## src/rtl/mac4_accum_if.sv

```systemverilog
// Operand/result handshake bundle for mac4_accum. The producer/consumer side
// drives master; the accumulator itself sits on slave.
interface mac4_accum_if;
    logic        clr;
    logic        in_valid;
    logic        in_ready;
    logic [3:0]  in_a;
    logic [3:0]  in_b;
    logic        out_valid;
    logic        out_ready;
    logic [11:0] out_sum;

    modport master (
        output clr, in_valid, in_a, in_b, out_ready,
        input  in_ready, out_valid, out_sum
    );

    modport slave (
        input  clr, in_valid, in_a, in_b, out_ready,
        output in_ready, out_valid, out_sum
    );
endinterface

```

## src/rtl/mac4_accum.sv

```systemverilog
// Sums N consecutive 4x4 unsigned products into a 12-bit total, with an
// operand register stage ahead of the multiplier and a held result port.

module mul4 (
    input  logic [3:0] a,
    input  logic [3:0] b,
    output logic [7:0] p
);
    logic [3:0][7:0] pp;
    logic [4:0][7:0] psum;

    assign psum[0] = 8'd0;

    // One shifted partial-product row per multiplier bit, rippled together.
    for (genvar i = 0; i < 4; i++) begin : g_row
        assign pp[i]     = b[i] ? (8'({4'b0, a}) << i) : 8'd0;
        assign psum[i+1] = psum[i] + pp[i];
    end

    assign p = psum[4];
endmodule

module mac4_accum #(
    parameter int N = 8
) (
    input logic        clk,
    input logic        rst,
    mac4_accum_if.slave bus
);
    typedef enum logic [1:0] {ACC, DRAIN, HOLD} state_t;

    state_t      state_q, state_d;
    logic [3:0]  cnt_q, cnt_d;
    logic        s1_valid_q, s1_valid_d;
    logic        s1_last_q, s1_last_d;
    logic [3:0]  a_q, a_d;
    logic [3:0]  b_q, b_d;
    logic [11:0] acc_q, acc_d;
    logic        in_ready_q, in_ready_d;
    logic        out_valid_q, out_valid_d;
    logic [7:0]  prod;
    logic        accept;

    mul4 u_mul (.a(a_q), .b(b_q), .p(prod));

    assign accept = bus.in_valid && in_ready_q;

    always_comb begin
        state_d    = state_q;
        cnt_d      = cnt_q;
        s1_valid_d = 1'b0;
        s1_last_d  = 1'b0;
        a_d        = a_q;
        b_d        = b_q;
        acc_d      = s1_valid_q ? acc_q + {4'b0, prod} : acc_q;

        case (state_q)
            ACC: begin
                if (accept) begin
                    a_d        = bus.in_a;
                    b_d        = bus.in_b;
                    s1_valid_d = 1'b1;
                    if (cnt_q == 4'(N - 1)) begin
                        cnt_d     = 4'd0;
                        s1_last_d = 1'b1;
                        state_d   = DRAIN;
                    end else begin
                        cnt_d = cnt_q + 4'd1;
                    end
                end
            end
            // The final product is still in stage 1 here and always carries s1_last.
            DRAIN: if (s1_last_q) state_d = HOLD;
            HOLD: begin
                if (bus.out_ready) begin
                    state_d = ACC;
                    acc_d   = 12'd0;
                end
            end
            default: state_d = ACC;
        endcase

        if (bus.clr) begin
            state_d    = ACC;
            cnt_d      = 4'd0;
            s1_valid_d = 1'b0;
            s1_last_d  = 1'b0;
            acc_d      = 12'd0;
        end

        in_ready_d  = (state_d == ACC);
        out_valid_d = (state_d == HOLD);
    end

    always_ff @(posedge clk or posedge rst) begin
        if (rst) begin
            state_q     <= ACC;
            cnt_q       <= 4'd0;
            s1_valid_q  <= 1'b0;
            s1_last_q   <= 1'b0;
            a_q         <= 4'd0;
            b_q         <= 4'd0;
            acc_q       <= 12'd0;
            in_ready_q  <= 1'b1;
            out_valid_q <= 1'b0;
        end else begin
            state_q     <= state_d;
            cnt_q       <= cnt_d;
            s1_valid_q  <= s1_valid_d;
            s1_last_q   <= s1_last_d;
            a_q         <= a_d;
            b_q         <= b_d;
            acc_q       <= acc_d;
            in_ready_q  <= in_ready_d;
            out_valid_q <= out_valid_d;
        end
    end

    assign bus.in_ready  = in_ready_q;
    assign bus.out_valid = out_valid_q;
    assign bus.out_sum   = acc_q;
endmodule

```

## src/flat_wrapper.sv

```systemverilog
// flat-port wrapper written by rule: the top's interface ports become plain ports
module mac4_accum_flat 
#(
    parameter int N = 8
)
  (clk, rst, bus_clr, bus_in_valid, bus_in_a, bus_in_b, bus_out_ready, bus_in_ready, bus_out_valid, bus_out_sum);
  mac4_accum_if bus_i ();
  input logic clk;
  input logic rst;
  input wire logic [$bits(bus_i.clr)-1:0] bus_clr;
  input wire logic [$bits(bus_i.in_valid)-1:0] bus_in_valid;
  input wire logic [$bits(bus_i.in_a)-1:0] bus_in_a;
  input wire logic [$bits(bus_i.in_b)-1:0] bus_in_b;
  input wire logic [$bits(bus_i.out_ready)-1:0] bus_out_ready;
  output wire logic [$bits(bus_i.in_ready)-1:0] bus_in_ready;
  output wire logic [$bits(bus_i.out_valid)-1:0] bus_out_valid;
  output wire logic [$bits(bus_i.out_sum)-1:0] bus_out_sum;
  assign bus_i.clr = bus_clr;
  assign bus_i.in_valid = bus_in_valid;
  assign bus_i.in_a = bus_in_a;
  assign bus_i.in_b = bus_in_b;
  assign bus_i.out_ready = bus_out_ready;
  assign bus_in_ready = bus_i.in_ready;
  assign bus_out_valid = bus_i.out_valid;
  assign bus_out_sum = bus_i.out_sum;
  mac4_accum #(.N(N)) u_core (.clk(clk), .rst(rst), .bus(bus_i));
endmodule
```

## config.mk

```make
export PLATFORM = sky130hd
export DESIGN_NAME = mac4_accum_flat
export DESIGN_NICKNAME = d
export VERILOG_FILES = /design/src/rtl/mac4_accum_if.sv /design/src/rtl/mac4_accum.sv /design/src/flat_wrapper.sv
export SDC_FILE = /design/constraint.sdc
export NUM_CORES = 1
export LEC_CHECK = 0
export ABC_CLOCK_PERIOD_IN_PS = 11300
export CORE_MARGIN = 5
export CORE_UTILIZATION = 30
export CTS_CLUSTER_DIAMETER = 200
export DETAILED_ROUTE_END_ITERATION = 10
export HOLD_SLACK_MARGIN = 0.15
export MAX_ROUTING_LAYER = met4
export PLACE_DENSITY = 0.54
export SLEW_MARGIN = 0
export SYNTH_ARGS = -nofsm -noshare
export SYNTH_HDL_FRONTEND = slang
export SYNTH_SLANG_ARGS = --single-unit
```

## constraint.sdc

```tcl
create_clock -name clk -period 11.3 [get_ports clk]
set_clock_uncertainty 0.1 [all_clocks]
set_input_delay 1.13 -clock clk [delete_from_list [all_inputs] [get_ports clk]]
set_output_delay 1.13 -clock clk [all_outputs]
set_load 0.05 [all_outputs]
```

After elaboration in Yosys (flattened, before gate mapping)

Index checks and enable logic that the tools add are counted.

Logic and storage cells: 50
Memory bits (writable): 0
Memories kept: 0
Output and inout bits: 14
Input port bits: 13
ROM bits: 0
Register bits after elaboration: 30
Bits in latches: 0

Add/sub/neg operators: 5
Multiply operators: 0
Bitwise gates (word level): 0
Shifts and indexed selects: 0
Divide/modulo/power cells: 0
Order comparisons: 0
Multiplexer cells: 25
Reductions and logical operators: 7
Eq/ne operators: 4

Operators by type and width:

| cell                | number |
|---|---|
| $mux 12             | 4 |
| $mux 4              | 5 |
| $add 12x8->12       | 1 |
| $mux 2              | 5 |
| $add 6x8->8         | 1 |
| $add 8x7->8         | 1 |
| $mux 1              | 7 |
| $mux 7              | 1 |
| $add 4x5->6         | 1 |
| $mux 6              | 1 |
| $pmux 2 s3          | 1 |
| $mux 5              | 1 |
| $add 4x1->4 const B | 1 |
| $eq 2x2->1 const B  | 2 |
| $eq 4x3->1 const B  | 1 |
| $logic_not 2->1     | 2 |
| $reduce_and 2->1    | 2 |
| $reduce_bool 2->1   | 2 |
| $eq 2x1->1 const B  | 1 |
| $logic_and 1x1->1   | 1 |

Longest topological paths before layout

Gate-level depths: netlist of run 1.

Depth in word-level cells: 9
Mapped depth: 16
Mapped depth without buffers: 16

Cells and area by module

Synthesis of run 1 repeated with hierarchy kept, for this count alone.

Cells, all modules: 205
Area, all modules: 1949.4 um2

Modules (own cells, without submodules):

| module     | area an instance (um2) | times used | seq. area each (um2) | cells an instance |
|---|---|---|---|---|
| mac4_accum | 1564.0                 | 1          | 752.0                | 163 |
| mul4       | 385.4                  | 1          | 0.0                  | 42 |

Worst setup path before layout of run 1

OpenSTA, ideal clock, no wires.

Kind: flip-flop to flip-flop
From: register u_core.b_q[0]
To: register u_core.acc_q[11] (netlist: u_core.bus.out_sum[11])
Clock period less this slack: 3.942 ns
Arrival time: 3.770 ns
Stages on the path, launching flop included: 17
Path slack: 7.358 ns
Path buffers: 0
Library setup time: 0.072 ns
Cells stage by stage: dfrtp_1 -> and2_1 -> fa_1 -> inv_1 -> fa_1 -> inv_1 -> ha_1 -> fa_1 -> a21o_1 -> a21oi_1 -> xnor2_1 -> ha_1 -> nand4_1 -> nor3_1 -> o2111ai_1 -> xor2_1 -> nor2_1

Longest elaborated chain between the ends: 9

RTL lines:

| what                   | line              | source |
|---|---|---|
| start, declared        | mac4_accum.sv:37  | `logic [3:0] b_q, b_d;` |
| start signal, assigned | mac4_accum.sv:102 | `b_q <= 4'd0;` |
| start signal, assigned | mac4_accum.sv:112 | `b_q <= b_d;` |
| $mux 4 (*)             | mac4_accum.sv:16  | `assign pp[i] = b[i] ? (8'({4'b0, a}) << i) : 8'd0;` |
| $add 4x5->6 (*)        | mac4_accum.sv:17  | `assign psum[i+1] = psum[i] + pp[i];` |
| $add 6x8->8 (*)        | mac4_accum.sv:17  |  |
| $add 8x7->8 (*)        | mac4_accum.sv:17  |  |
| $add 12x8->12 (*)      | mac4_accum.sv:55  | `acc_d = s1_valid_q ? acc_q + {4'b0, prod} : acc_q;` |
| $mux 12 (*)            | mac4_accum.sv:55  |  |
| $mux 12                | mac4_accum.sv:75  | `if (bus.out_ready) begin` |
| $mux 12 (*)            | mac4_accum.sv:57  | `case (state_q)` |
| $mux 12 (*)            | mac4_accum.sv:83  | `if (bus.clr) begin` |
| via u_core.acc_d[11]   | mac4_accum.sv:38  | `logic [11:0] acc_q, acc_d;` |
| end signal, assigned   | mac4_accum.sv:103 | `acc_q <= 12'd0;` |
| end signal, assigned   | mac4_accum.sv:113 | `acc_q <= acc_d;` |
| end, declared          | mac4_accum.sv:38  |  |

The timed path passes the listed nets; every way through them passes the cells marked *.
A chain may end at the register's enable or synchronous reset.

Worst setup path after layout of run 1

Ends and elaborated chain as after synthesis.

==> metrics, run 1 <==
outcome=finished clean; CTS buffer count=5; worst hold path type=flop to flop; Pleak=1.16 nW; Rel. slew slack=66.7%; P_int=0.201 mW; Switching Fraction=33.4%; post-synthesis register bit count=30; RR Startpoint=u_core.b_q[0]$_DFFE_PP0P_; largest net degree at the start of global routing=31; Max Cap Viol=0; Reg2Reg Depth=16; Nets=between 200 and 300; Seq pwr share=40.7%; DIE AREA=approximately 8400 µm²; drt drc=0; clk_lat worst skew=0.28 ns; post-DR vias/cell=4.84; H-tree level count=2; gpl congestion=0.795; syn nets=254; grt met3 use=2.70%; antenna violations before repair=0; cell-by-cell listing of the critical path=and2_1 -> fa_1 -> inv_1 -> fa_1 -> inv_1 -> ha_1 -> fa_1 -> a21o_1 -> a21oi_1 -> xnor2_1 -> ha_1 -> nand4_1 -> nor3_1 -> o2111ai_1 -> xor2_1 -> nor2_1; Critical-path top delay cell=fa_1; Setup Fix Bufs, Post-CTS=0; Pwr Total=0.301 mW; drt first pass iters=4; post_cts resized=0; M1 GR Usage=13.0%; ys async rst share=100%; row count=29; setup_tns=0 ns; Synth-to-Final Area Change=21.5%; final setup vio count=0; I/O pin cnt=27; Netlist Area Pre-Place=2000 µm²; met2 Track Usage GR=15.7%; global-route wire length before repair=6860 µm; drt initial violations=22; Reg clk slew, reported paths=0.07 ns; DP Worst Slack=7.17 ns; Clock power frac=29.7%; Hold Path Depth=2; Hold EP=u_core.b_q[0]$_DFFE_PP0P_; minimum clock period=4.11 ns; Hold Fails Final Rpt=0; NetSw=0.101 mW; Worst R2R End=u_core.bus.out_sum[11]$_DFF_PP0_; number of flops mapped to enable cells by yosys=0; die height=91.7 µm; GRT overflow=0; CTS Hold Bufs=0; CTS tree=yes; post-synthesis sequential area ratio=37.5%; Mapped Cells=214; final setup margin=7.19 ns; CP most frequent cell=fa_1; share of post-route cells with drive strength above 1=4.92%; combinational fraction of design power=around 30%; Syn Area/Cell=9.37 µm²; diode count=0; Worst setup SP type=flop; Die Width=91.7 µm; Crit Path Max Fanout=5; hpwl dp=3120 µm; Yosys cell types=36; Worst Setup End Kind=flop; port buffer count=26; wire length per cell=12.4 µm; vias in the first global route=1,521; required time at the worst-slack endpoint=11.35 ns; hold path start=u_core.b_q[0]$_DFFE_PP0P_; Pwr Density=about 120 nW/µm²; global route hottest layer=met2; RSZ-0062 raised after global routing=false; Tightest Pin Transition=0.498 ns; GRT Overall Usage=just over 10%; Arr. time, crit path=4.17 ns; fmax=243 MHz; Main synth FF type=dfrtp_1; Syn. warnings=0; Final Max Slew Viols=0; WS Path Type=flop to flop; Starting Density=31.2%; Clock Sinks=30; routed vias=roughly 1.6k; core box area=6420 µm²; R2R Setup Slk=7.19 ns; Max Root-Sink Buffers=2; Peak VDD IR=71.5 µV; Total Routed Length=approximately 4000 µm; Final Cycle Share=36.4%; Crit path largest cell delay=0.53 ns; root buffer cell=clkbuf_8; post-route ant nets=0
-- worst max-delay path, delay by kind of cell, from the launching register on --
kind | cells | cell delay (ns)
AOI/OAI and AO/OA | 3 | 0.53
xor gates and xnor gates | 2 | 0.29
adders and majority gates | 5 | 1.98
buffers and inverters | 2 | 0.09
DFF | 1 | 0.41
and+or+nand+nor | 4 | 0.58
-- layout make-up --
type | instances | area (µm²)
clock buffers | 6 | 82.6
clock inverters | 2 | 12.5
fillers | 654 | 3990
inverters | 9 | 33.8
multi-input cells | 170 | 1190
flip-flops and latches | 30 | 752
well taps | 77 | 96.3
repair buffers | 27 | 268
-- logic make-up (layout without fill, tap and decap cells) --
family          after synthesis  in the layout  share of synthesized area (%)
compound gates               37             37                           11.2
xor+xnor                     12             12                           5.24
buf+inv                      14             44                           3.06
fa+ha+maj                    27             27                           19.1
simple gates                 91             91                           22.3
mux                           3              3                           1.50
flops                        30             30                           37.5
-- power groups by stage --
stage / combinational [mW] / sequential, mW / clock [mW]
after floorplan: 0.0553 / 0.134 / 0
after global placement: 0.0903 / 0.125 / 0
after detailed placement: 0.0902 / 0.125 / 0
after CTS: 0.0910 / 0.123 / 0.0942
after global routing: 0.0999 / 0.124 / 0.0985
final: 0.0892 / 0.123 / 0.0895
-- sequential cells by signal, indices dropped and copies added, names as in the netlist --
name                  cells
u_core.bus.out_sum       12
u_core.a_q                4
u_core.b_q                4
u_core.cnt_q              4
u_core.state_q            2
u_core.bus.in_ready       1
u_core.bus.out_valid      1
u_core.s1_last_q          1
u_core.s1_valid_q         1
-- worst max-delay path by stage --
stage | slack, ns | from | endpoint | depth (start not counted)
final | 7.19 | u_core.b_q[0]$_DFFE_PP0P_ | u_core.bus.out_sum[11]$_DFF_PP0_ | 16
after global placement | 7.24 | u_core.b_q[0]$_DFFE_PP0P_ | u_core.bus.out_sum[11]$_DFF_PP0_ | 16
after global routing | 6.86 | u_core.b_q[0]$_DFFE_PP0P_ | u_core.bus.out_sum[11]$_DFF_PP0_ | 16
after detailed placement | 7.17 | u_core.b_q[0]$_DFFE_PP0P_ | u_core.bus.out_sum[11]$_DFF_PP0_ | 16
after CTS | 7.16 | u_core.b_q[0]$_DFFE_PP0P_ | u_core.bus.out_sum[11]$_DFF_PP0_ | 16
after floorplan | 7.36 | u_core.b_q[0]$_DFFE_PP0P_ | u_core.bus.out_sum[11]$_DFF_PP0_ | 16
-- synth_stat cells (4+ instances only) --
library cell	instances	area share, %
fa_1	6	6.0
ha_1	21	13
inv_1	9	1.7
and2_1	12	3.7
nand4_1	4	1.2
nor2_1	15	2.8
xor2_1	8	3.5
a21o_1	5	1.9
nand2b_1	4	1.2
o21ai_0	8	2.0
nand3_1	4	1.0
nand2_1	35	6.6
xnor2_1	4	1.7
dfrtp_1	29	36
nand3b_1	5	1.9
a21oi_1	12	3.0
-- metal layers --
layer  vias up  share of wire, %
met5         -                 0
met3         2               3.8
met2        21                46
li1        794                 -
met1       738                50
met4         0              0.45
-- per-stage QoR --
step | cell area, µm² | hold slack [ns] | util (%) | std cells
2_1_floorplan | 2000 | 0.379 | - | 214
3_3_place_gp | 2340 | 0.413 | 36.5 | 313
3_5_place_dp | 2340 | 0.421 | 36.5 | 313
4_1_cts | 2440 | 0.439 | 37.9 | 321
5_1_grt | 2440 | 0.472 | 37.9 | 321
6_report | 2440 | 0.437 | 37.9 | 321
-- cell usage in the layout, fill, tap and decap left out, drive strengths merged --
master / count
or3: 2
xnor2: 4
nand2b: 4
fa: 6
nand4: 4
o21ai: 8
xor2: 8
or4: 1
nand2: 35
clkinv: 1
a31oi: 3
a21oi: 13
nor3: 2
inv: 9
and4: 1
nor2b: 2
clkdlybuf4s50: 26
a211oi: 3
or2b: 1
o22ai: 1
ha: 21
or2: 1
nand3b: 5
and3: 1
and2: 12
o2111ai: 1
buf: 1
nor2: 15
nand3: 4
clkinvlp: 1
nor4: 1
mux2i: 3
o211ai: 3
a21o: 5
dfrtp: 29
dfstp: 1
clkbuf: 6
(Power assumes the default switching activity.)
==> run 2, diff against run 1 <==
Settings changed: ABC_CLOCK_PERIOD_IN_PS 11300 to 3620, PLACE_DENSITY 0.54 to 0.56.
Clock period 11.3 ns to 3.62 ns, I/O delays scaled along.
==> metrics, run 2 (synthesis results as in run 1) <==
core box area=6420 µm² (unchanged); global-route wire length before repair=7600 µm (+11%); Max Root-Sink Buffers=2 (unchanged); root buffer cell=clkbuf_8; Die Width=91.7 µm (unchanged); I/O pin cnt=27 (unchanged); hpwl dp=3300 µm (+5.7%); DP Cell Count=327 (+4.5%); Design Area, Final=2660 µm² (+9.0%); drt initial violations=30 (+36%); Pwr Total=1.03 mW (+240%); drt first pass iters=4 (unchanged); Max Cap Viol=0 (unchanged); Final Max Slew Viols=0 (unchanged); post-route ant nets=0 (unchanged); GRT Overall Usage=11.4% (+1.2 points); metal2 WL=2050 µm (+11%); post-DR vias/cell=4.82 (-0.47%); routed vias=1,620 (+4.2%); Layout Utilization=41.3% (+3.4 points); Clock Sinks=30 (unchanged); Starting Density=31.2% (unchanged); post-route met1 wirelength=2160 µm (+9.4%); CTS buffer count=5 (unchanged); dpl cell area=2470 µm² (+5.3%); largest net degree at the start of global routing=31 (unchanged); WS Path Type=flop to flop; wire length per cell=13.0 µm (+4.9%); Tightest Pin Transition=0.508 ns (+0.0101 ns); antenna violations before repair=0 (unchanged); H-tree level count=2 (unchanged); most frequent cells in the layout=nand2_1, dfrtp_1, clkdlybuf4s50_1; Rel. slew slack=65.9% (-0.78 points); outcome=finished, violations left; Largest register FFs=12 (unchanged); setup_tns=-0.758 ns (-0.758 ns); Worst setup SP type=flop; DIE AREA=8420 µm² (unchanged); final setup margin=-0.280 ns (-7.47 ns); GRT overflow=0 (unchanged); Pwr Density=388 nW/µm² (+210%); Worst Setup End Kind=flop; CTS tree=yes; Crit Path Max Fanout=3 (-2); drt drc=0 (unchanged); clk_lat worst skew=0.28 ns (about the same); worst hold path type=primary input to async pin; Non-Filler Instances=336 (+4.7%); DR top layer=met4; met3 wire len=144 µm (-4.6%); final setup vio count=4 (+4); Hold Fails Final Rpt=0 (unchanged); row count=29 (unchanged); vias in the first global route=1,631 (+7.2%); commonest non-fill, non-tap cell in the layout=nand2_1; failing checks=negative setup slack; Pleak=1.24 nW (+6.9%); die height=91.7 µm (unchanged); R2R Setup Slk=-0.28 ns (-7.47 ns); minimum clock period=3.90 ns (-0.211 ns); Peak VDD IR=220 µV (+210%); gpl congestion=0.824 (+3.5%); diode count=0 (unchanged); Arr. time, crit path=3.97 ns (-0.20 ns); Final Cycle Share=108% (+71 points); Total Routed Length=4380 µm (+9.8%); Nets=298 (+5.3%); share of post-route cells with drive strength above 1=17.0% (+12 points); Reg clk slew, reported paths=0.07 ns (about the same); RSZ-0062 raised after global routing=true; port buffer count=26 (unchanged); fmax=256 MHz (+5.4%); Synth-to-Final Area Change=32.5%; required time at the worst-slack endpoint=3.69 ns (-7.66 ns)
-- run 2: report_power, final --
part | internal [mW] | switching [mW] | leakage (nW) | total (mW)
Combinational | 0.168 | 0.194 | 0.801 | 0.362
Sequential | 0.356 | 0.0217 | 0.396 | 0.378
Clock | 0.153 | 0.138 | 0.0472 | 0.291
Total | 0.677 | 0.354 | 1.24 | 1.03
-- run 2: layer usage --
metal	vias up	global-route usage (%)
met5	-	-
met4	0	3.34
met3	3	2.70
met2	28	17.9
met1	766	14.6
li1	823	-
-- run 2: final cells by class --
cell class	instances	area, µm²
clock buffer	6	82.6
clock inverter	2	12.5
fill	634	3770
inverter	9	33.8
multi-input combinational	170	1290
sequential	30	752
tap	77	96.3
timing repair buffer	42	384
-- run 2: what timing repair did --
item,4_1_cts,5_1_grt
setup buffers,0,1
pin swaps,2,8
hold buffers,0,0
endpoints found under the setup margin,5,7
gates resized for setup,0,17
-- run 2: final timing paths --
kind                                             startpoint                          endpoint  cells past startpoint
worst max register to register    u_core.a_q[3]$_DFFE_PP0P_  u_core.bus.out_sum[11]$_DFF_PP0_                     16
worst max-delay path              u_core.a_q[3]$_DFFE_PP0P_  u_core.bus.out_sum[11]$_DFF_PP0_                     16
worst min-delay path                                    rst         u_core.a_q[1]$_DFFE_PP0P_                      3
max in group asynchronous                               rst     u_core.bus.in_ready$_DFF_PP1_                      3
min in group clk                u_core.cnt_q[3]$_DFFE_PP0P_       u_core.cnt_q[3]$_DFFE_PP0P_                      2
worst min register to register  u_core.cnt_q[3]$_DFFE_PP0P_       u_core.cnt_q[3]$_DFFE_PP0P_                      2
-- run 2: metrics by stage --
stage | hold slack [ns] | setup slack [ns]
floorplan | 0.352 | -0.0916
global placement | 0.426 | -0.156
detailed placement | 0.442 | -0.224
CTS | 0.368 | -0.219
global route | 0.385 | -0.417
finish | 0.352 | -0.280
-- run 2: worst max-delay path, stage by stage (launching register included) --
cell	delay [ns]
dfrtp_1	0.39
and2_4	0.16
fa_1	0.52
inv_1	0.05
fa_1	0.48
inv_2	0.04
ha_4	0.15
fa_2	0.37
a21o_1	0.18
a21oi_2	0.17
xnor2_2	0.10
ha_1	0.21
a211oi_1	0.28
o22ai_2	0.14
o2111ai_1	0.22
xor2_1	0.16
nor2_1	0.06
